$ cat config.mk
export PLATFORM = sky130hd
export DESIGN_NAME = lcd_init_sequencer_flat
export DESIGN_NICKNAME = d
export VERILOG_FILES = /design/src/rtl/lcd_init_sequencer_if.sv /design/src/rtl/lcd_init_sequencer.sv /design/src/flat_wrapper.sv
export SDC_FILE = /design/constraint.sdc
export NUM_CORES = 1
export LEC_CHECK = 0
export ABC_AREA = 1
export BUFFER_PORTS_ARGS = -buffer_cell sky130_fd_sc_hd__buf_2
export CAP_MARGIN = 20
export CORE_MARGIN = 2
export CORE_UTILIZATION = 26
export DETAILED_ROUTE_END_ITERATION = 8
export GPL_TIMING_DRIVEN = 0
export PLACE_DENSITY = 0.48
export SYNTH_ARGS = -nofsm -noshare
export SYNTH_HDL_FRONTEND = slang
export SYNTH_SLANG_ARGS = --single-unit
$ cat constraint.sdc
create_clock -name sys_clk_50MHz -period 1.95 [get_ports sys_clk_50MHz]
set_input_delay 0.39 -clock sys_clk_50MHz [delete_from_list [all_inputs] [get_ports sys_clk_50MHz]]
set_output_delay 0.39 -clock sys_clk_50MHz [all_outputs]
set_load 0.01 [all_outputs]
$ cat src/rtl/lcd_init_sequencer_if.sv
// Byte-write handshake toward lcd_write: 9-bit word (bit8 = D/C), enable, one-cycle completion pulse.
interface lcd_init_sequencer_if;
    logic [8:0] data;
    logic       en;
    logic       wr_done;

    modport master (output data, output en, input wr_done);
    modport slave  (input data, input en, output wr_done);
endinterface

$ cat src/rtl/lcd_init_sequencer.sv
// LCD power-up sequencer: reset pulse, init command list, full-screen window, then client pass-through.
// Optional LCD_WIN_RESET_EN adds frame_start to re-issue the window sub-list from RUN.
module lcd_init_sequencer #(
    parameter int unsigned MS_CYCLES   = 50000,
    parameter int unsigned RST_LOW_MS  = 10,
    parameter int unsigned RST_WAIT_MS = 120,
    parameter int unsigned LCD_W       = 240,
    parameter int unsigned LCD_H       = 320
) (
    input  logic                 sys_clk_50MHz,
    input  logic                 sys_rst_n,
    output logic                 lcd_rst,
    output logic                 init_done,
`ifdef LCD_WIN_RESET_EN
    input  logic                 frame_start,
`endif
    lcd_init_sequencer_if.master lcd,
    lcd_init_sequencer_if.slave  client
);

    localparam int unsigned CYC_W    = (MS_CYCLES > 1) ? $clog2(MS_CYCLES) : 1;
    localparam int unsigned MS_MAX0  = (RST_LOW_MS > RST_WAIT_MS) ? RST_LOW_MS : RST_WAIT_MS;
    localparam int unsigned MS_MAX   = (MS_MAX0 > 120) ? MS_MAX0 : 120;
    localparam int unsigned MS_W     = $clog2(MS_MAX + 1);
    localparam int unsigned IDX_W    = 5;
    localparam int unsigned LAST_IDX = 18;
    localparam int unsigned WIN_IDX  = 8;
    localparam int unsigned W_END    = LCD_W - 1;
    localparam int unsigned H_END    = LCD_H - 1;

    typedef enum logic [2:0] {
        ST_RST_LOW, ST_RST_WAIT, ST_SEND, ST_WAIT_ACK, ST_DELAY, ST_RUN
    } state_t;

    // Init list: bit8 = D/C, bits7:0 = byte
    function automatic logic [8:0] f_entry(input logic [IDX_W-1:0] idx);
        case (idx)
            5'd0:    f_entry = 9'h001;
            5'd1:    f_entry = 9'h011;
            5'd2:    f_entry = 9'h03A;
            5'd3:    f_entry = 9'h155;
            5'd4:    f_entry = 9'h036;
            5'd5:    f_entry = 9'h100;
            5'd6:    f_entry = 9'h021;
            5'd7:    f_entry = 9'h029;
            5'd8:    f_entry = 9'h02A;
            5'd9:    f_entry = 9'h100;
            5'd10:   f_entry = 9'h100;
            5'd11:   f_entry = {1'b1, 8'(W_END >> 8)};
            5'd12:   f_entry = {1'b1, 8'(W_END)};
            5'd13:   f_entry = 9'h02B;
            5'd14:   f_entry = 9'h100;
            5'd15:   f_entry = 9'h100;
            5'd16:   f_entry = {1'b1, 8'(H_END >> 8)};
            5'd17:   f_entry = {1'b1, 8'(H_END)};
            default: f_entry = 9'h02C;
        endcase
    endfunction

    // Post-command delay in ms, zero for entries without one
    function automatic logic [MS_W-1:0] f_delay(input logic [IDX_W-1:0] idx);
        case (idx)
            5'd0, 5'd1: f_delay = MS_W'(120);
            5'd7:       f_delay = MS_W'(20);
            default:    f_delay = '0;
        endcase
    endfunction

    state_t           r_state, w_state;
    logic [CYC_W-1:0] r_cyc, w_cyc;
    logic [MS_W-1:0]  r_ms, w_ms;
    logic [IDX_W-1:0] r_idx, w_idx;
    logic             r_lcd_rst, w_lcd_rst;
    logic [8:0]       r_lcd_data, w_lcd_data;
    logic             r_lcd_en, w_lcd_en;
    logic             r_init_done, w_init_done;
    logic             w_tick;
    logic [CYC_W-1:0] w_cyc_cnt;
    logic [MS_W-1:0]  w_ms_cnt;
    logic [MS_W-1:0]  w_dly;
    logic             w_run;
`ifdef LCD_WIN_RESET_EN
    logic             r_fs_pend, w_fs_pend;
`endif

    assign w_tick    = (r_cyc == CYC_W'(MS_CYCLES - 1));
    assign w_cyc_cnt = w_tick ? '0 : r_cyc + CYC_W'(1);
    assign w_ms_cnt  = w_tick ? r_ms + MS_W'(1) : r_ms;
    assign w_dly     = f_delay(r_idx);

    always_ff @(posedge sys_clk_50MHz or negedge sys_rst_n) begin
        if (!sys_rst_n) begin
            r_state     <= ST_RST_LOW;
            r_cyc       <= '0;
            r_ms        <= '0;
            r_idx       <= '0;
            r_lcd_rst   <= 1'b0;
            r_lcd_data  <= '0;
            r_lcd_en    <= 1'b0;
            r_init_done <= 1'b0;
`ifdef LCD_WIN_RESET_EN
            r_fs_pend   <= 1'b0;
`endif
        end else begin
            r_state     <= w_state;
            r_cyc       <= w_cyc;
            r_ms        <= w_ms;
            r_idx       <= w_idx;
            r_lcd_rst   <= w_lcd_rst;
            r_lcd_data  <= w_lcd_data;
            r_lcd_en    <= w_lcd_en;
            r_init_done <= w_init_done;
`ifdef LCD_WIN_RESET_EN
            r_fs_pend   <= w_fs_pend;
`endif
        end
    end

    always_comb begin
        w_state     = r_state;
        w_cyc       = '0;
        w_ms        = '0;
        w_idx       = r_idx;
        w_lcd_rst   = r_lcd_rst;
        w_lcd_data  = r_lcd_data;
        w_lcd_en    = r_lcd_en;
        w_init_done = r_init_done;
`ifdef LCD_WIN_RESET_EN
        w_fs_pend   = r_fs_pend;
`endif
        case (r_state)
            ST_RST_LOW: begin
                w_cyc = w_cyc_cnt;
                w_ms  = w_ms_cnt;
                if (w_tick && r_ms == MS_W'(RST_LOW_MS - 1)) begin
                    w_state   = ST_RST_WAIT;
                    w_lcd_rst = 1'b1;
                    w_cyc     = '0;
                    w_ms      = '0;
                end
            end
            ST_RST_WAIT: begin
                w_cyc = w_cyc_cnt;
                w_ms  = w_ms_cnt;
                if (w_tick && r_ms == MS_W'(RST_WAIT_MS - 1)) begin
                    w_state = ST_SEND;
                    w_cyc   = '0;
                    w_ms    = '0;
                end
            end
            ST_SEND: begin
                w_lcd_data = f_entry(r_idx);
                w_lcd_en   = 1'b1;
                w_state    = ST_WAIT_ACK;
            end
            ST_WAIT_ACK: begin
                if (lcd.wr_done) begin
                    w_lcd_en = 1'b0;
                    if (w_dly != '0) begin
                        w_state = ST_DELAY;
                    end else if (r_idx == IDX_W'(LAST_IDX)) begin
                        w_state     = ST_RUN;
                        w_init_done = 1'b1;
                    end else begin
                        w_idx   = r_idx + IDX_W'(1);
                        w_state = ST_SEND;
                    end
                end
            end
            ST_DELAY: begin
                w_cyc = w_cyc_cnt;
                w_ms  = w_ms_cnt;
                if (w_tick && r_ms == w_dly - MS_W'(1)) begin
                    w_idx   = r_idx + IDX_W'(1);
                    w_state = ST_SEND;
                    w_cyc   = '0;
                    w_ms    = '0;
                end
            end
            ST_RUN: begin
`ifdef LCD_WIN_RESET_EN
                // A request seen while the client is mid-write waits until client_en drops
                if ((frame_start || r_fs_pend) && !client.en) begin
                    w_idx     = IDX_W'(WIN_IDX);
                    w_state   = ST_SEND;
                    w_fs_pend = 1'b0;
                end else if (frame_start) begin
                    w_fs_pend = 1'b1;
                end
`endif
            end
            default: w_state = ST_RST_LOW;
        endcase
    end

    // Client owns the lcd_write port only while in RUN
    assign w_run          = (r_state == ST_RUN);
    assign lcd.data       = w_run ? client.data : r_lcd_data;
    assign lcd.en         = w_run ? client.en : r_lcd_en;
    assign client.wr_done = w_run & lcd.wr_done;
    assign lcd_rst        = r_lcd_rst;
    assign init_done      = r_init_done;

endmodule

$ cat src/flat_wrapper.sv
// flat-port wrapper written by rule: the top's interface ports become plain ports
module lcd_init_sequencer_flat 
#(
    parameter int unsigned MS_CYCLES   = 50000,
    parameter int unsigned RST_LOW_MS  = 10,
    parameter int unsigned RST_WAIT_MS = 120,
    parameter int unsigned LCD_W       = 240,
    parameter int unsigned LCD_H       = 320
)
  (sys_clk_50MHz, sys_rst_n, lcd_rst, init_done, lcd_data, lcd_en, lcd_wr_done, client_data, client_en, client_wr_done);
  lcd_init_sequencer_if lcd_i ();
  lcd_init_sequencer_if client_i ();
  input  logic sys_clk_50MHz;
  input  logic sys_rst_n;
  output logic lcd_rst;
  output logic init_done;
  output wire logic [$bits(lcd_i.data)-1:0] lcd_data;
  output wire logic [$bits(lcd_i.en)-1:0] lcd_en;
  input wire logic [$bits(lcd_i.wr_done)-1:0] lcd_wr_done;
  input wire logic [$bits(client_i.data)-1:0] client_data;
  input wire logic [$bits(client_i.en)-1:0] client_en;
  output wire logic [$bits(client_i.wr_done)-1:0] client_wr_done;
  assign lcd_data = lcd_i.data;
  assign lcd_en = lcd_i.en;
  assign lcd_i.wr_done = lcd_wr_done;
  assign client_i.data = client_data;
  assign client_i.en = client_en;
  assign client_wr_done = client_i.wr_done;
  lcd_init_sequencer #(.MS_CYCLES(MS_CYCLES), .RST_LOW_MS(RST_LOW_MS), .RST_WAIT_MS(RST_WAIT_MS), .LCD_W(LCD_W), .LCD_H(LCD_H)) u_core (.sys_clk_50MHz(sys_clk_50MHz), .sys_rst_n(sys_rst_n), .lcd_rst(lcd_rst), .init_done(init_done), .lcd(lcd_i), .client(client_i));
endmodule
==> results.py <==
metrics = {
    "status": {
        "outcome": "complete, but fails checks",
        "violated_checks": "negative setup slack",
    },
    "pwr": {
        "p_int_w": 0.001635,
        "pwr_density_cell_mw_per_mm2": 815.8,
        "power.combinational.fraction_pct": 35.6,
        "power.sequential.fraction_pct": 42.6,
        "worst_ir_drop_vdd_uv": 302.9,
        "fin_total_pwr_w": 0.002632,
        "swShare_pct": 37.91,
        "static-leakage-power_nw": 1.560,
        "pwr-share-clk_pct": 21.8,
        "netsw_w": 0.0009979,
    },
    "worst_setup_path": {
        "critPathRequiredTime_ns": 2.14,
        "endpoint_kind": "register",
        "timing.reg2reg.setup_slack_ns": -0.28,
        "worstPathMaxFanout": 7,
        "critPathArrivalTime_ns": 2.41,
        "cp-start-kind": "register",
        "critPathKind": "register to register",
    },
    "timing": {
        "finalWorstPathRequiredPeriod_ns": 2.226,
        "setup-tns-final_ns": -6.143,
        "max_transition_viols_final": 0,
        "max-slew-margin-rel_pct": 60.36,
        "final_critical_path_setup_slack_ns": -0.2764,
        "fin_crit_sh_pct": 114.2,
        "max_freq_ghz": 0.4492,
        "setup_viol_count_final": 26,
        "worst_slew_pin_slew_ns": 0.5901,
        "timing.clock.skew_ns": 0.003320,
        "rsz_0062_raised_after_global_routing": "true",
        "finalHoldViolCount": 0,
    },
    "logic_synthesis": {
        "synth_top_cell_area_share_pct": 40.13,
        "postSynthCellCount": 362,
        "synth_area_per_cell_um2": 7.407,
        "postSynth.asyncResetShare_pct": 100.0,
        "yosys.cell_count.top_type": "sky130_fd_sc_hd__nand2_1",
        "synth-main-ff-cell": "sky130_fd_sc_hd__dfrtp_1",
        "synth_seq_area_share_pct": 40.13,
        "synth_top_cell_by_area": "sky130_fd_sc_hd__dfrtp_1",
        "cell_area_after_synthesis_mm2": 0.002681,
        "synth_nets": 387,
        "yosysWarningCount": 0,
        "synth_edf_count": 0,
        "netlist_top_cells_count": "93 x sky130_fd_sc_hd__nand2_1, 47 x sky130_fd_sc_hd__nor2_1, 43 x sky130_fd_sc_hd__dfrtp_1",
        "number_of_unique_standard_cell_types_used_by_synthesis": 40,
        "ys_ff_latch": 43,
        "yosys-top-cells-area": "sky130_fd_sc_hd__dfrtp_1 40%, sky130_fd_sc_hd__nand2_1 13%, sky130_fd_sc_hd__nor2_1 6.6%",
    },
    "clock_tree": {
        "number_of_clock_sinks": 43,
        "clock_latency_ns": 0.30,
        "numCtsBuffers": 5,
        "cts_tree": "yes",
        "clockBufferDepth": 2,
        "ctsHoldBuffers": 0,
        "htreeDepth": 2,
        "clkSlewWorstSetupHoldPaths_ns": 0.09,
        "cts_root_buffer": "sky130_fd_sc_hd__clkbuf_8",
    },
    "global_routing": {
        "grt_start_max_net_pins": 44,
        "grt_pass1_vias": 2336,
        "grt_antenna_before_repair": 0,
        "grt_use_total_pct": 11.65,
        "grt_pass1_wl_um": 10750,
        "grt_overflow": 0,
    },
    "die": {
        "die_area_mm2": 0.01114,
        "area_of_the_core_mm2": 0.01018,
        "initial_utilization_pct": 26.33,
        "chipWidth_um": 105.6,
        "fp-row-count": 37,
        "die-height_um": 105.6,
        "io_pins": 26,
    },
    "placed_design": {
        "place_hpwl_um": 4495,
        "placement.setup.worst_slack_ns": -0.4095,
        "portBuffers": 25,
        "routabilityCongestion": 0.8591,
    },
    "layout": {
        "synthToLayoutAreaGrowth_pct": 20.35,
        "nets": 429,
        "finalCoreUtilization_pct": 31.68,
        "n_fill_cell": 1109,
        "antennaDiodeCount": 0,
        "post_route_cells_drive_above_1_share_pct": 20.74,
    },
    "route": {
        "route.vias.total": 2377,
        "ant_nets": 0,
        "drc": 0,
        "routedWlPerCell_um": 11.40,
        "firstDrtPassIters": 4,
        "routed_wl_um": 6168,
        "route.detailed.vias_per_inst": 4.394,
        "drt_iter0_drc": 117,
    },
    "min_path": {
        "holdCritPathClass": "primary input to async pin",
    },
    "job": {
        "max-cap-violations": 0,
    },
}
==> cell type report <==
| class | count | area [µm²] | share of cell area (%) |
|---|---|---|---|
| multi-input cells | 271 | 1485 | 46.03 |
| flip-flops and latches | 43 | 1079 | 33.42 |
| repair buffers | 35 | 212.7 | 6.592 |
| well taps | 136 | 170.2 | 5.273 |
| inverters | 43 | 165.2 | 5.118 |
| clock buffers | 5 | 68.82 | 2.133 |
| plain buffers | 5 | 31.28 | 0.9694 |
| clock inverters | 3 | 15.01 | 0.4653 |
==> path summary, 6_finish.rpt <==
path / cells after the start / end / from
setup / recovery: 16 / u_core.r_ms[3]$_DFF_PN0_ / u_core.r_idx[1]$_DFFE_PN0P_
hold / removal: 1 / u_core.r_lcd_data[1]$_DFFE_PN0P_ / sys_rst_n
setup reg to reg: 16 / u_core.r_ms[3]$_DFF_PN0_ / u_core.r_idx[1]$_DFFE_PN0P_
hold reg to reg: 1 / u_core.r_cyc[0]$_DFF_PN0_ / u_core.r_cyc[0]$_DFF_PN0_
max in group asynchronous: 2 / u_core.r_idx[1]$_DFFE_PN0P_ / sys_rst_n
min in group sys_clk_50MHz: 2 / u_core.init_done$_DFFE_PN0P_ / lcd_wr_done
==> stage by stage <==
stage / instance area [µm²] / std cells / hold WS, ns
floorplan: 2690 / 362 / 0.09441
global placement: 2985 / 523 / 0.4523
detailed placement: 2985 / 523 / 0.4543
CTS: 3167 / 537 / 0.3010
global route: 3227 / 541 / 0.03198
finish: 3227 / 541 / 0.006223
==> registers in the layout (all words and copies together), names as in the netlist <==
name	flops
u_core.r_lcd_data	9
u_core.r_ms	7
u_core.r_state	3
u_core.r_idx	5
u_core.init_done	1
u_core.lcd_rst	1
u_core.r_lcd_en	1
u_core.r_cyc	16
==> logic make-up after synthesis <==
group,Yosys count,synth area share (%)
compound gates,47,10.73
flops,43,40.13
simple gates,204,33.74
fa+ha+maj,12,5.599
buf+inv,48,7.186
xor+xnor,8,2.613
==> worst max-delay path, cell delays in order (launching register included) <==
cell and delay [ns]:
sky130_fd_sc_hd__dfrtp_2 0.47, sky130_fd_sc_hd__ha_4 0.19, sky130_fd_sc_hd__nand2_2 0.11, sky130_fd_sc_hd__inv_2 0.06
sky130_fd_sc_hd__nand2_4 0.07, sky130_fd_sc_hd__inv_1 0.04, sky130_fd_sc_hd__ha_1 0.28, sky130_fd_sc_hd__nand2_1 0.07
sky130_fd_sc_hd__nand2_1 0.05, sky130_fd_sc_hd__nor2_1 0.08, sky130_fd_sc_hd__nand2_1 0.06, sky130_fd_sc_hd__nor2_2 0.11
sky130_fd_sc_hd__nand2_1 0.07, sky130_fd_sc_hd__nand2_2 0.07, sky130_fd_sc_hd__nand2_2 0.07, sky130_fd_sc_hd__a21oi_4 0.23
sky130_fd_sc_hd__nor2_1 0.07
==> routing by layer <==
| metal | part of all wire (%) | up-vias | GRT usage [%] | wire, µm |
|---|---|---|---|---|
| met5 | 0 | - | 0 | 0 |
| met4 | 1.3 | 0 | 3.008 | 80 |
| met3 | 3.1 | 8 | 1.979 | 192 |
| met2 | 46 | 45 | 19.12 | 2817 |
| met1 | 50 | 1071 | 15.92 | 3078 |
| li1 | - | 1253 | - | - |
==> placed cells by master (no fill, tap or decap), drive strengths merged, types with 2 or more instances in the layout <==
master	Yosys	routed
nor3	14	14
xor2	6	6
and3	2	2
o21ai	20	20
o31ai	2	2
dfrtp	43	43
inv	42	42
xnor2	2	2
nand3	26	26
clkinv	1	4
nor2	52	52
buf	4	39
nand2	101	101
o211ai	2	2
nand4	5	5
ha	12	12
o221ai	2	2
clkbuf	1	6
a31oi	3	3
o21bai	2	2
a21oi	13	13
==> power by group through the flow <==
stage	Sequential (W)	Clock, W	Combinational [W]
after floorplan	0.00111	0	0.000607
after global placement	0.00114	0	0.000842
after detailed placement	0.00114	0	0.000853
after CTS	0.00112	0.000596	0.000889
after global routing	0.00114	0.000632	0.00107
final	0.00112	0.000574	0.000938
==> timing repair <==
item,CTS,global route
cloned,0,0
buffers inserted,6,3
setup endpoints to repair,26,26
resized for setup,11,3
pin swaps,3,3
hold endpoints to repair,0,0
Note: power is estimated with default switching activity, not from simulation.
